`src/rtl/rf_arb_pkg.sv`:
```
// Shared types for the register-file write arbiter: widths, the buffered
// write request record, the grant-source encoding and a scoreboard lookup.
package rf_arb_pkg;

   localparam int REG_W  = 5;
   localparam int DATA_W = 32;

   typedef struct packed {
      logic              we;
      logic [REG_W-1:0]  waddr;
      logic [DATA_W-1:0] wdata;
   } wr_req_t;

   typedef enum logic [1:0] {
      GNT_NONE,
      GNT_WB,
      GNT_BUF,
      GNT_BYP
   } gnt_src_t;

   // Register 0 is never tracked, so a query for it never reports a hazard.
   function automatic logic pend_hit(input logic [31:1] pend, input logic [REG_W-1:0] r);
      logic hit;
      hit = 1'b0;
      if (r != '0) hit = pend[r];
      return hit;
   endfunction

endpackage

```
`src/rtl/rf_write_arbiter_if.sv`:
```
// Signal bundle between the WB/MDU/decode side (master) and the register-file
// write arbiter (slave).
// Handshake: an MDU result transfers on a cycle where mdu_valid and mdu_ready
// are both high; mdu_ready depends only on registered buffer occupancy, and
// WB has no ready of its own -- it is held off only through stall_req.
interface rf_write_arbiter_if #(parameter int DATA_W = rf_arb_pkg::DATA_W) ();

   logic                          wb_we;
   logic [rf_arb_pkg::REG_W-1:0]  wb_waddr;
   logic [DATA_W-1:0]             wb_wdata;
   logic                          mdu_valid;
   logic [rf_arb_pkg::REG_W-1:0]  mdu_waddr;
   logic [DATA_W-1:0]             mdu_wdata;
   logic                          mdu_ready;
   logic                          issue_valid;
   logic [rf_arb_pkg::REG_W-1:0]  issue_rd;
   logic [rf_arb_pkg::REG_W-1:0]  q_rs;
   logic [rf_arb_pkg::REG_W-1:0]  q_rt;
   logic [rf_arb_pkg::REG_W-1:0]  q_rd;
   logic                          hz_rs;
   logic                          hz_rt;
   logic                          hz_rd;
   logic                          stall_req;
   logic                          rf_we;
   logic [rf_arb_pkg::REG_W-1:0]  rf_waddr;
   logic [DATA_W-1:0]             rf_wdata;

   modport master (
      output wb_we, wb_waddr, wb_wdata, mdu_valid, mdu_waddr, mdu_wdata,
             issue_valid, issue_rd, q_rs, q_rt, q_rd,
      input  mdu_ready, hz_rs, hz_rt, hz_rd, stall_req, rf_we, rf_waddr, rf_wdata
   );

   modport slave (
      input  wb_we, wb_waddr, wb_wdata, mdu_valid, mdu_waddr, mdu_wdata,
             issue_valid, issue_rd, q_rs, q_rt, q_rd,
      output mdu_ready, hz_rs, hz_rt, hz_rd, stall_req, rf_we, rf_waddr, rf_wdata
   );

endinterface

```
`src/rtl/rf_arb_fifo.sv`:
```
// Two-entry FIFO of MDU write requests. The caller never pushes when full
// nor pops when empty; push and pop in the same cycle keep count unchanged.
import rf_arb_pkg::*;

module rf_arb_fifo (
   input  logic       clk,
   input  logic       reset,
   input  logic       push,
   input  logic       pop,
   input  wr_req_t    din,
   output wr_req_t    head,
   output logic [1:0] count
);

   wr_req_t mem [2];
   logic    wr_ptr;
   logic    rd_ptr;

   // Pointer and occupancy tracking; reset drops any buffered entries.
   always_ff @(posedge clk or posedge reset) begin
      if (reset) begin
         wr_ptr <= 1'b0;
         rd_ptr <= 1'b0;
         count  <= 2'd0;
      end else begin
         if (push) wr_ptr <= ~wr_ptr;
         if (pop)  rd_ptr <= ~rd_ptr;
         count <= count + {1'b0, push} - {1'b0, pop};
      end
   end

   // Entry storage needs no reset: count decides which entries are live.
   always_ff @(posedge clk) begin
      if (push) mem[wr_ptr] <= din;
   end

   assign head = mem[rd_ptr];

endmodule

```
`src/rtl/rf_write_arbiter.sv`:
```
// Register-file write-port arbiter: WB has fixed priority, MDU results wait
// in a 2-entry buffer (or bypass it when the port is free), and a pending
// scoreboard flags registers with outstanding MDU writes for decode.
// Build option RF_ARB_STARVE_EN: adds the starvation counter that raises
// stall_req after STARVE_LIMIT consecutive denied cycles; without it
// stall_req is tied low and STARVE_LIMIT does not exist.
import rf_arb_pkg::*;

module rf_write_arbiter #(
`ifdef RF_ARB_STARVE_EN
   parameter int STARVE_LIMIT = 4,
`endif
   parameter int DATA_W = rf_arb_pkg::DATA_W
) (
   input  logic              clk,
   input  logic              reset,
   rf_write_arbiter_if.slave bus
);

   wr_req_t           head;
   wr_req_t           fifo_din;
   logic [1:0]        count;
   logic              wb_req;
   logic              push;
   logic              pop;
   logic              fifo_push;
   logic              stall;
   gnt_src_t          gnt;
   logic              gnt_we;
   logic [REG_W-1:0]  gnt_addr;
   logic [DATA_W-1:0] gnt_data;
   logic [31:1]       pending;
   logic [31:1]       set_mask;
   logic [31:1]       clr_mask;

   assign wb_req        = bus.wb_we && (bus.wb_waddr != '0);
   assign bus.mdu_ready = !reset && (count != 2'd2);
   assign push          = bus.mdu_valid && bus.mdu_ready;

`ifdef RF_ARB_STARVE_EN
   localparam int SW = $clog2(STARVE_LIMIT + 1);
   logic [SW-1:0] starve_cnt;

   assign stall = (starve_cnt == SW'(STARVE_LIMIT));

   // Count cycles the buffer head loses to WB; any MDU grant restarts it.
   always_ff @(posedge clk or posedge reset) begin
      if (reset)
         starve_cnt <= '0;
      else if (gnt == GNT_BUF || gnt == GNT_BYP)
         starve_cnt <= '0;
      else if (gnt == GNT_WB && count != 2'd0 && starve_cnt != SW'(STARVE_LIMIT))
         starve_cnt <= starve_cnt + 1'b1;
   end
`else
   assign stall = 1'b0;
`endif

   assign bus.stall_req = stall;

   // Grant priority: forced head write, then WB, then buffer, then bypass.
   always_comb begin
      gnt = GNT_NONE;
      if (reset)              gnt = GNT_NONE;
      else if (stall)         gnt = GNT_BUF;
      else if (wb_req)        gnt = GNT_WB;
      else if (count != 2'd0) gnt = GNT_BUF;
      else if (push)          gnt = GNT_BYP;
   end

   // Write-port mux from the granted source; $0 MDU writes are suppressed.
   always_comb begin
      gnt_we   = 1'b0;
      gnt_addr = '0;
      gnt_data = '0;
      case (gnt)
         GNT_WB: begin
            gnt_we   = 1'b1;
            gnt_addr = bus.wb_waddr;
            gnt_data = bus.wb_wdata;
         end
         GNT_BUF: begin
            gnt_we   = head.we;
            gnt_addr = head.waddr;
            gnt_data = head.wdata;
         end
         GNT_BYP: begin
            gnt_we   = (bus.mdu_waddr != '0);
            gnt_addr = bus.mdu_waddr;
            gnt_data = bus.mdu_wdata;
         end
         default: ;
      endcase
   end

   assign bus.rf_we    = gnt_we;
   assign bus.rf_waddr = gnt_addr;
   assign bus.rf_wdata = gnt_data;

   // A bypassed result is consumed immediately and never enters the buffer.
   assign pop       = (gnt == GNT_BUF);
   assign fifo_push = push && (gnt != GNT_BYP);
   assign fifo_din  = '{we: (bus.mdu_waddr != '0), waddr: bus.mdu_waddr, wdata: bus.mdu_wdata};

   rf_arb_fifo u_fifo (
      .clk   (clk),
      .reset (reset),
      .push  (fifo_push),
      .pop   (pop),
      .din   (fifo_din),
      .head  (head),
      .count (count)
   );

   // Scoreboard set/clear masks for this cycle's issue and MDU grant.
   always_comb begin
      set_mask = '0;
      clr_mask = '0;
      if (bus.issue_valid && bus.issue_rd != '0)
         set_mask[bus.issue_rd] = 1'b1;
      if ((gnt == GNT_BUF || gnt == GNT_BYP) && gnt_addr != '0)
         clr_mask[gnt_addr] = 1'b1;
   end

   // Pending update; set is applied after clear so a same-cycle set wins.
   always_ff @(posedge clk or posedge reset) begin
      if (reset) pending <= '0;
      else       pending <= (pending & ~clr_mask) | set_mask;
   end

   assign bus.hz_rs = pend_hit(pending, bus.q_rs);
   assign bus.hz_rt = pend_hit(pending, bus.q_rt);
   assign bus.hz_rd = pend_hit(pending, bus.q_rd);

endmodule

```
`src/flat_wrapper.sv`:
```
// flat-port wrapper written by rule: the top's interface ports become plain ports
module rf_write_arbiter_flat 
#(

   parameter int DATA_W = rf_arb_pkg::DATA_W
)
  (clk, reset, bus_wb_we, bus_wb_waddr, bus_wb_wdata, bus_mdu_valid, bus_mdu_waddr, bus_mdu_wdata, bus_issue_valid, bus_issue_rd, bus_q_rs, bus_q_rt, bus_q_rd, bus_mdu_ready, bus_hz_rs, bus_hz_rt, bus_hz_rd, bus_stall_req, bus_rf_we, bus_rf_waddr, bus_rf_wdata);
  rf_write_arbiter_if #(.DATA_W(DATA_W)) bus_i ();
  input  logic clk;
  input  logic reset;
  input wire logic [$bits(bus_i.wb_we)-1:0] bus_wb_we;
  input wire logic [$bits(bus_i.wb_waddr)-1:0] bus_wb_waddr;
  input wire logic [$bits(bus_i.wb_wdata)-1:0] bus_wb_wdata;
  input wire logic [$bits(bus_i.mdu_valid)-1:0] bus_mdu_valid;
  input wire logic [$bits(bus_i.mdu_waddr)-1:0] bus_mdu_waddr;
  input wire logic [$bits(bus_i.mdu_wdata)-1:0] bus_mdu_wdata;
  input wire logic [$bits(bus_i.issue_valid)-1:0] bus_issue_valid;
  input wire logic [$bits(bus_i.issue_rd)-1:0] bus_issue_rd;
  input wire logic [$bits(bus_i.q_rs)-1:0] bus_q_rs;
  input wire logic [$bits(bus_i.q_rt)-1:0] bus_q_rt;
  input wire logic [$bits(bus_i.q_rd)-1:0] bus_q_rd;
  output wire logic [$bits(bus_i.mdu_ready)-1:0] bus_mdu_ready;
  output wire logic [$bits(bus_i.hz_rs)-1:0] bus_hz_rs;
  output wire logic [$bits(bus_i.hz_rt)-1:0] bus_hz_rt;
  output wire logic [$bits(bus_i.hz_rd)-1:0] bus_hz_rd;
  output wire logic [$bits(bus_i.stall_req)-1:0] bus_stall_req;
  output wire logic [$bits(bus_i.rf_we)-1:0] bus_rf_we;
  output wire logic [$bits(bus_i.rf_waddr)-1:0] bus_rf_waddr;
  output wire logic [$bits(bus_i.rf_wdata)-1:0] bus_rf_wdata;
  assign bus_i.wb_we = bus_wb_we;
  assign bus_i.wb_waddr = bus_wb_waddr;
  assign bus_i.wb_wdata = bus_wb_wdata;
  assign bus_i.mdu_valid = bus_mdu_valid;
  assign bus_i.mdu_waddr = bus_mdu_waddr;
  assign bus_i.mdu_wdata = bus_mdu_wdata;
  assign bus_i.issue_valid = bus_issue_valid;
  assign bus_i.issue_rd = bus_issue_rd;
  assign bus_i.q_rs = bus_q_rs;
  assign bus_i.q_rt = bus_q_rt;
  assign bus_i.q_rd = bus_q_rd;
  assign bus_mdu_ready = bus_i.mdu_ready;
  assign bus_hz_rs = bus_i.hz_rs;
  assign bus_hz_rt = bus_i.hz_rt;
  assign bus_hz_rd = bus_i.hz_rd;
  assign bus_stall_req = bus_i.stall_req;
  assign bus_rf_we = bus_i.rf_we;
  assign bus_rf_waddr = bus_i.rf_waddr;
  assign bus_rf_wdata = bus_i.rf_wdata;
  rf_write_arbiter #(.DATA_W(DATA_W)) u_core (.clk(clk), .reset(reset), .bus(bus_i));
endmodule
```
`config.mk`:
```
export PLATFORM = sky130hd
export DESIGN_NAME = rf_write_arbiter_flat
export DESIGN_NICKNAME = d
export VERILOG_FILES = /design/src/rtl/rf_arb_pkg.sv /design/src/rtl/rf_write_arbiter_if.sv /design/src/rtl/rf_arb_fifo.sv /design/src/rtl/rf_write_arbiter.sv /design/src/flat_wrapper.sv
export SDC_FILE = /design/constraint.sdc
export NUM_CORES = 1
export LEC_CHECK = 0
export ABC_CLOCK_PERIOD_IN_PS = 5900
export BUFFER_PORTS_ARGS = -buffer_cell sky130_fd_sc_hd__buf_2
export CAP_MARGIN = 15
export CORE_MARGIN = 2
export CORE_UTILIZATION = 59
export DETAILED_ROUTE_END_ITERATION = 7
export PLACE_DENSITY = 0.89
export SETUP_SLACK_MARGIN = 0.4
export SYNTH_ARGS = -nofsm -noshare
export SYNTH_HDL_FRONTEND = slang
export SYNTH_SLANG_ARGS = --single-unit
```
`constraint.sdc`:
```
create_clock -name clk -period 5.9 [get_ports clk]
set_input_delay 0 -clock clk [delete_from_list [all_inputs] [get_ports clk]]
set_output_delay 0 -clock clk [all_outputs]
set_load 0.03 [all_outputs]
```
==> flow_metrics.env <==
export IMPL_worst_hold_slack_ns=0.03213
export IMPL_postCtsSetupBuffers=0
export IMPL_layout_cell_share_with_drive_strength_beyond_1_pct=35.03
export IMPL_netlist_top_cells_area="sky130_fd_sc_hd__edfxtp_1, sky130_fd_sc_hd__dfrtp_1, sky130_fd_sc_hd__mux4_2"
export IMPL_fin_skew_ns=0.01573
export IMPL_synthesis_yosys_warnings=0
export IMPL_clkTransAtPathRegs_ns=0.11
export IMPL_period_minus_slack_ns=2.769
export IMPL_cts_path_max_buffers=2
export IMPL_min_period_over_period_pct=46.93
export IMPL_post_drt_via_cell_ratio=6.661
export IMPL_internal_power_mw=1.449
export IMPL_drt_iter0_markers=1004
export IMPL_vias_in_the_first_global_route=5299
export IMPL_cts_hold_buffers=43
export IMPL_worstPathRequired_ns=5.90
export IMPL_core_rowCount=37
export IMPL_grt_pass1_wl_mm=26.90
export IMPL_synthArstFlopShare_pct=31.53
export IMPL_dp_cells=762
export IMPL_fmax_ghz=0.3611
export IMPL_finalCoreUtilization_pct=74.60
export IMPL_antenna_found_initial=0
export IMPL_die_area_um2=11300
export IMPL_worst_endpoint_arrival_ns=2.77
export IMPL_power_switching_share_pct=36.57
export IMPL_postRouteAntennaNets=0
export IMPL_wl_per_cell_um=21.06
export IMPL_synth_top_area_share_pct=36.95
export IMPL_critical_path_startpoint_type="flip-flop"
export IMPL_global_route_overflow_total=0
export IMPL_synth_avg_cell_area_um2=11.99
export IMPL_slew_limit_headroom_pct=25.10
export IMPL_worst_pin_slew_ns=1.121
export IMPL_detailedPlacementHpwl_mm=11.34
export IMPL_place_ws_ns=3.111
export IMPL_placeableCoreArea_um2=10230
export IMPL_yosysUniqueCellTypes=59
export IMPL_pwr_share_seq_pct=45.1
export IMPL_die_h_um=106.3
export IMPL_die_w_um=106.3
export IMPL_grt_max_degree=39
export IMPL_clock_insertion_delay_worst_skew_ns=0.39
export IMPL_synth_fp_nets=616
export IMPL_drt_wl_total_mm=17.35
export IMPL_synth_cells_most_frequent="sky130_fd_sc_hd__edfxtp_1, sky130_fd_sc_hd__nor2_1, sky130_fd_sc_hd__nand2_1"
export IMPL_power_static_leakage_nw=3.010
export IMPL_max_vdd_ir_drop_v=0.0002075
export IMPL_drc_errors=8
export IMPL_postSynthCellCount=515
export IMPL_setup_worst_path_class="flip-flop to output pin"
export IMPL_totalNegativeSetupSlack_ns=0
export IMPL_synth_largest_area_cell="sky130_fd_sc_hd__edfxtp_1"
export IMPL_crit_path_end_kind="output pin"
export IMPL_gp_routability_congestion=1.003
export IMPL_numCtsBuffers=9
export IMPL_syn_to_final_growth_pct=23.56
export IMPL_synth_seq_area_share_pct=51.12
export IMPL_report_final_setup_viol=0
export IMPL_port_buffer_count=140
export IMPL_via_count=5489
export IMPL_synth_edff_count=76
export IMPL_clock_sinks=111
export IMPL_nNetsFinal=784
export IMPL_p_sw_uw=835.0
export IMPL_finalHoldViolations=0
export IMPL_top_level_ports=142
export IMPL_cts_htree_levels=3
export IMPL_grtUsageTotal_pct=30.87
export IMPL_cts_root_buffer_cell="sky130_fd_sc_hd__clkbuf_8"
export IMPL_status="finished with violations"
export IMPL_unrepaired_setup_endpoints_after_global_routing="no"
export IMPL_tritoncts_clock_tree="built"
export IMPL_min_delay_worst_type="input pin to flip-flop"
export IMPL_finalWorstSetupSlack_ns=3.131
export IMPL_starting_density_of_the_core_pct=60.38
export IMPL_violations="design-rule violations"
export IMPL_drv_max_cap_violation_count=0
export IMPL_yosysMostFrequentCell="sky130_fd_sc_hd__edfxtp_1"
export IMPL_drt_pass1_iter_count=8
export IMPL_worst_path_max_fanout=38
export IMPL_fill_cells=647
export IMPL_antenna_diode_count=0
export IMPL_power_frac_clock_pct=19.5
export IMPL_power_combinational_fraction_pct=35.5
export IMPL_synth_ff_type="sky130_fd_sc_hd__edfxtp_1"
export IMPL_final_cell_count_without_fillers=824
export IMPL_quantity_of_gates_resized_following_cts=0
export IMPL_syn_cell_area_um2=6177
export IMPL_power_density_nw_per_um2=299.2
export IMPL_yosys_register_bits=111
export IMPL_final_max_slew_viol_count=0
-- cell type report --
class,count,area [um2],area share [%]
well taps,136,170.2,2.230
repair buffers,189,1224,16.03
flip-flops and latches,111,3158,41.38
multi-input cells,347,2800,36.69
clock buffers,9,123.9,1.623
clock inverters,7,62.56,0.8197
inverters,25,93.84,1.230
-- flip-flops by register name, summed over array words and instances, names as in the netlist --
signal,cells
u_core.u_fifo.rd_ptr,1
u_core.u_fifo.wr_ptr,1
u_core.u_fifo.count,2
u_core.pending,31
u_core.u_fifo.mem,76
-- power by group through the flow --
stage | Combinational (mW) | Sequential (mW) | Clock, mW
2_1_floorplan | 0.574 | 1.00 | 0
6_report | 0.810 | 1.03 | 0.445
3_5_place_dp | 0.753 | 1.04 | 0
4_1_cts | 0.780 | 1.02 | 0.443
3_3_place_gp | 0.732 | 1.03 | 0
5_1_grt | 0.864 | 1.03 | 0.473
-- cell families after synthesis --
kind of cell	Yosys count	synth area share [%]
compound gates	127	15.84
xor+xnor	4	0.5672
fa+ha+maj	2	0.4050
buf+inv	57	3.909
flops	111	51.12
mux	71	17.08
other cells	1	0.06071
simple gates	142	11.02
-- critical path, stage by stage, from the launching register on --
cell,delay (ns)
sky130_fd_sc_hd__dfrtp_1,0.37
sky130_fd_sc_hd__buf_4,0.46
sky130_fd_sc_hd__mux2i_1,0.33
sky130_fd_sc_hd__o41ai_2,0.13
sky130_fd_sc_hd__a31oi_2,0.42
sky130_fd_sc_hd__clkinv_1,0.37
sky130_fd_sc_hd__buf_2,0.28
-- final timing paths --
path	from	endpoint	slack, ns	depth (start not counted)
worst max-delay path	u_core.u_fifo.rd_ptr	bus_rf_waddr[4]	3.13	6
worst min-delay path	bus_issue_rd[1]	u_core.pending[8]	0.03	4
worst max register to register	u_core.u_fifo.count[1]	u_core.pending[5]	3.20	6
worst min register to register	u_core.u_fifo.wr_ptr	u_core.u_fifo.wr_ptr	0.59	1
max in group asynchronous	reset	u_core.pending[1]	5.12	4
min in group asynchronous	reset	u_core.u_fifo.count[1]	0.12	3
-- per-stage QoR --
| stage | cell area (um2) | power, mW |
|---|---|---|
| 2_1_floorplan | 6177 | 1.579 |
| 3_3_place_gp | 6945 | 1.761 |
| 3_5_place_dp | 6945 | 1.794 |
| 4_1_cts | 7562 | 2.246 |
| 5_1_grt | 7632 | 2.371 |
| 6_report | 7632 | 2.284 |
-- cells in the final DEF, fill, tap and decap left out, types with 3 or more instances in the layout --
cell / Yosys / layout
sky130_fd_sc_hd__dfrtp_1: 35 / 35
sky130_fd_sc_hd__nor3_2: 2 / 3
sky130_fd_sc_hd__inv_1: 22 / 22
sky130_fd_sc_hd__nand2_1: 45 / 45
sky130_fd_sc_hd__mux4_2: 24 / 24
sky130_fd_sc_hd__xnor2_1: 3 / 3
sky130_fd_sc_hd__nand2b_1: 3 / 3
sky130_fd_sc_hd__nor4_1: 3 / 3
sky130_fd_sc_hd__o31ai_1: 7 / 7
sky130_fd_sc_hd__dlygate4sd3_1: 0 / 43
sky130_fd_sc_hd__nand3_1: 5 / 5
sky130_fd_sc_hd__a222oi_1: 32 / 32
sky130_fd_sc_hd__edfxtp_1: 76 / 76
sky130_fd_sc_hd__a21oi_1: 15 / 15
sky130_fd_sc_hd__nor2_1: 54 / 51
sky130_fd_sc_hd__nor3_1: 8 / 7
sky130_fd_sc_hd__buf_2: 10 / 140
sky130_fd_sc_hd__inv_8: 0 / 3
sky130_fd_sc_hd__clkbuf_8: 0 / 9
sky130_fd_sc_hd__o41ai_1: 5 / 5
sky130_fd_sc_hd__a31oi_1: 8 / 8
sky130_fd_sc_hd__o211ai_1: 16 / 16
sky130_fd_sc_hd__mux2_2: 35 / 35
sky130_fd_sc_hd__buf_4: 4 / 3
sky130_fd_sc_hd__mux2i_1: 12 / 12
sky130_fd_sc_hd__nor2b_1: 3 / 3
sky130_fd_sc_hd__nand3b_1: 4 / 4
sky130_fd_sc_hd__o21ai_0: 25 / 25
-- routing by layer --
layer	share of wire, %	global-route usage [%]
met1	38	40.95
met2	49	50.46
met3	9.6	3.985
met4	3.5	15.32
met5	0	0
No activity file was read; power rests on OpenSTA's default activity.
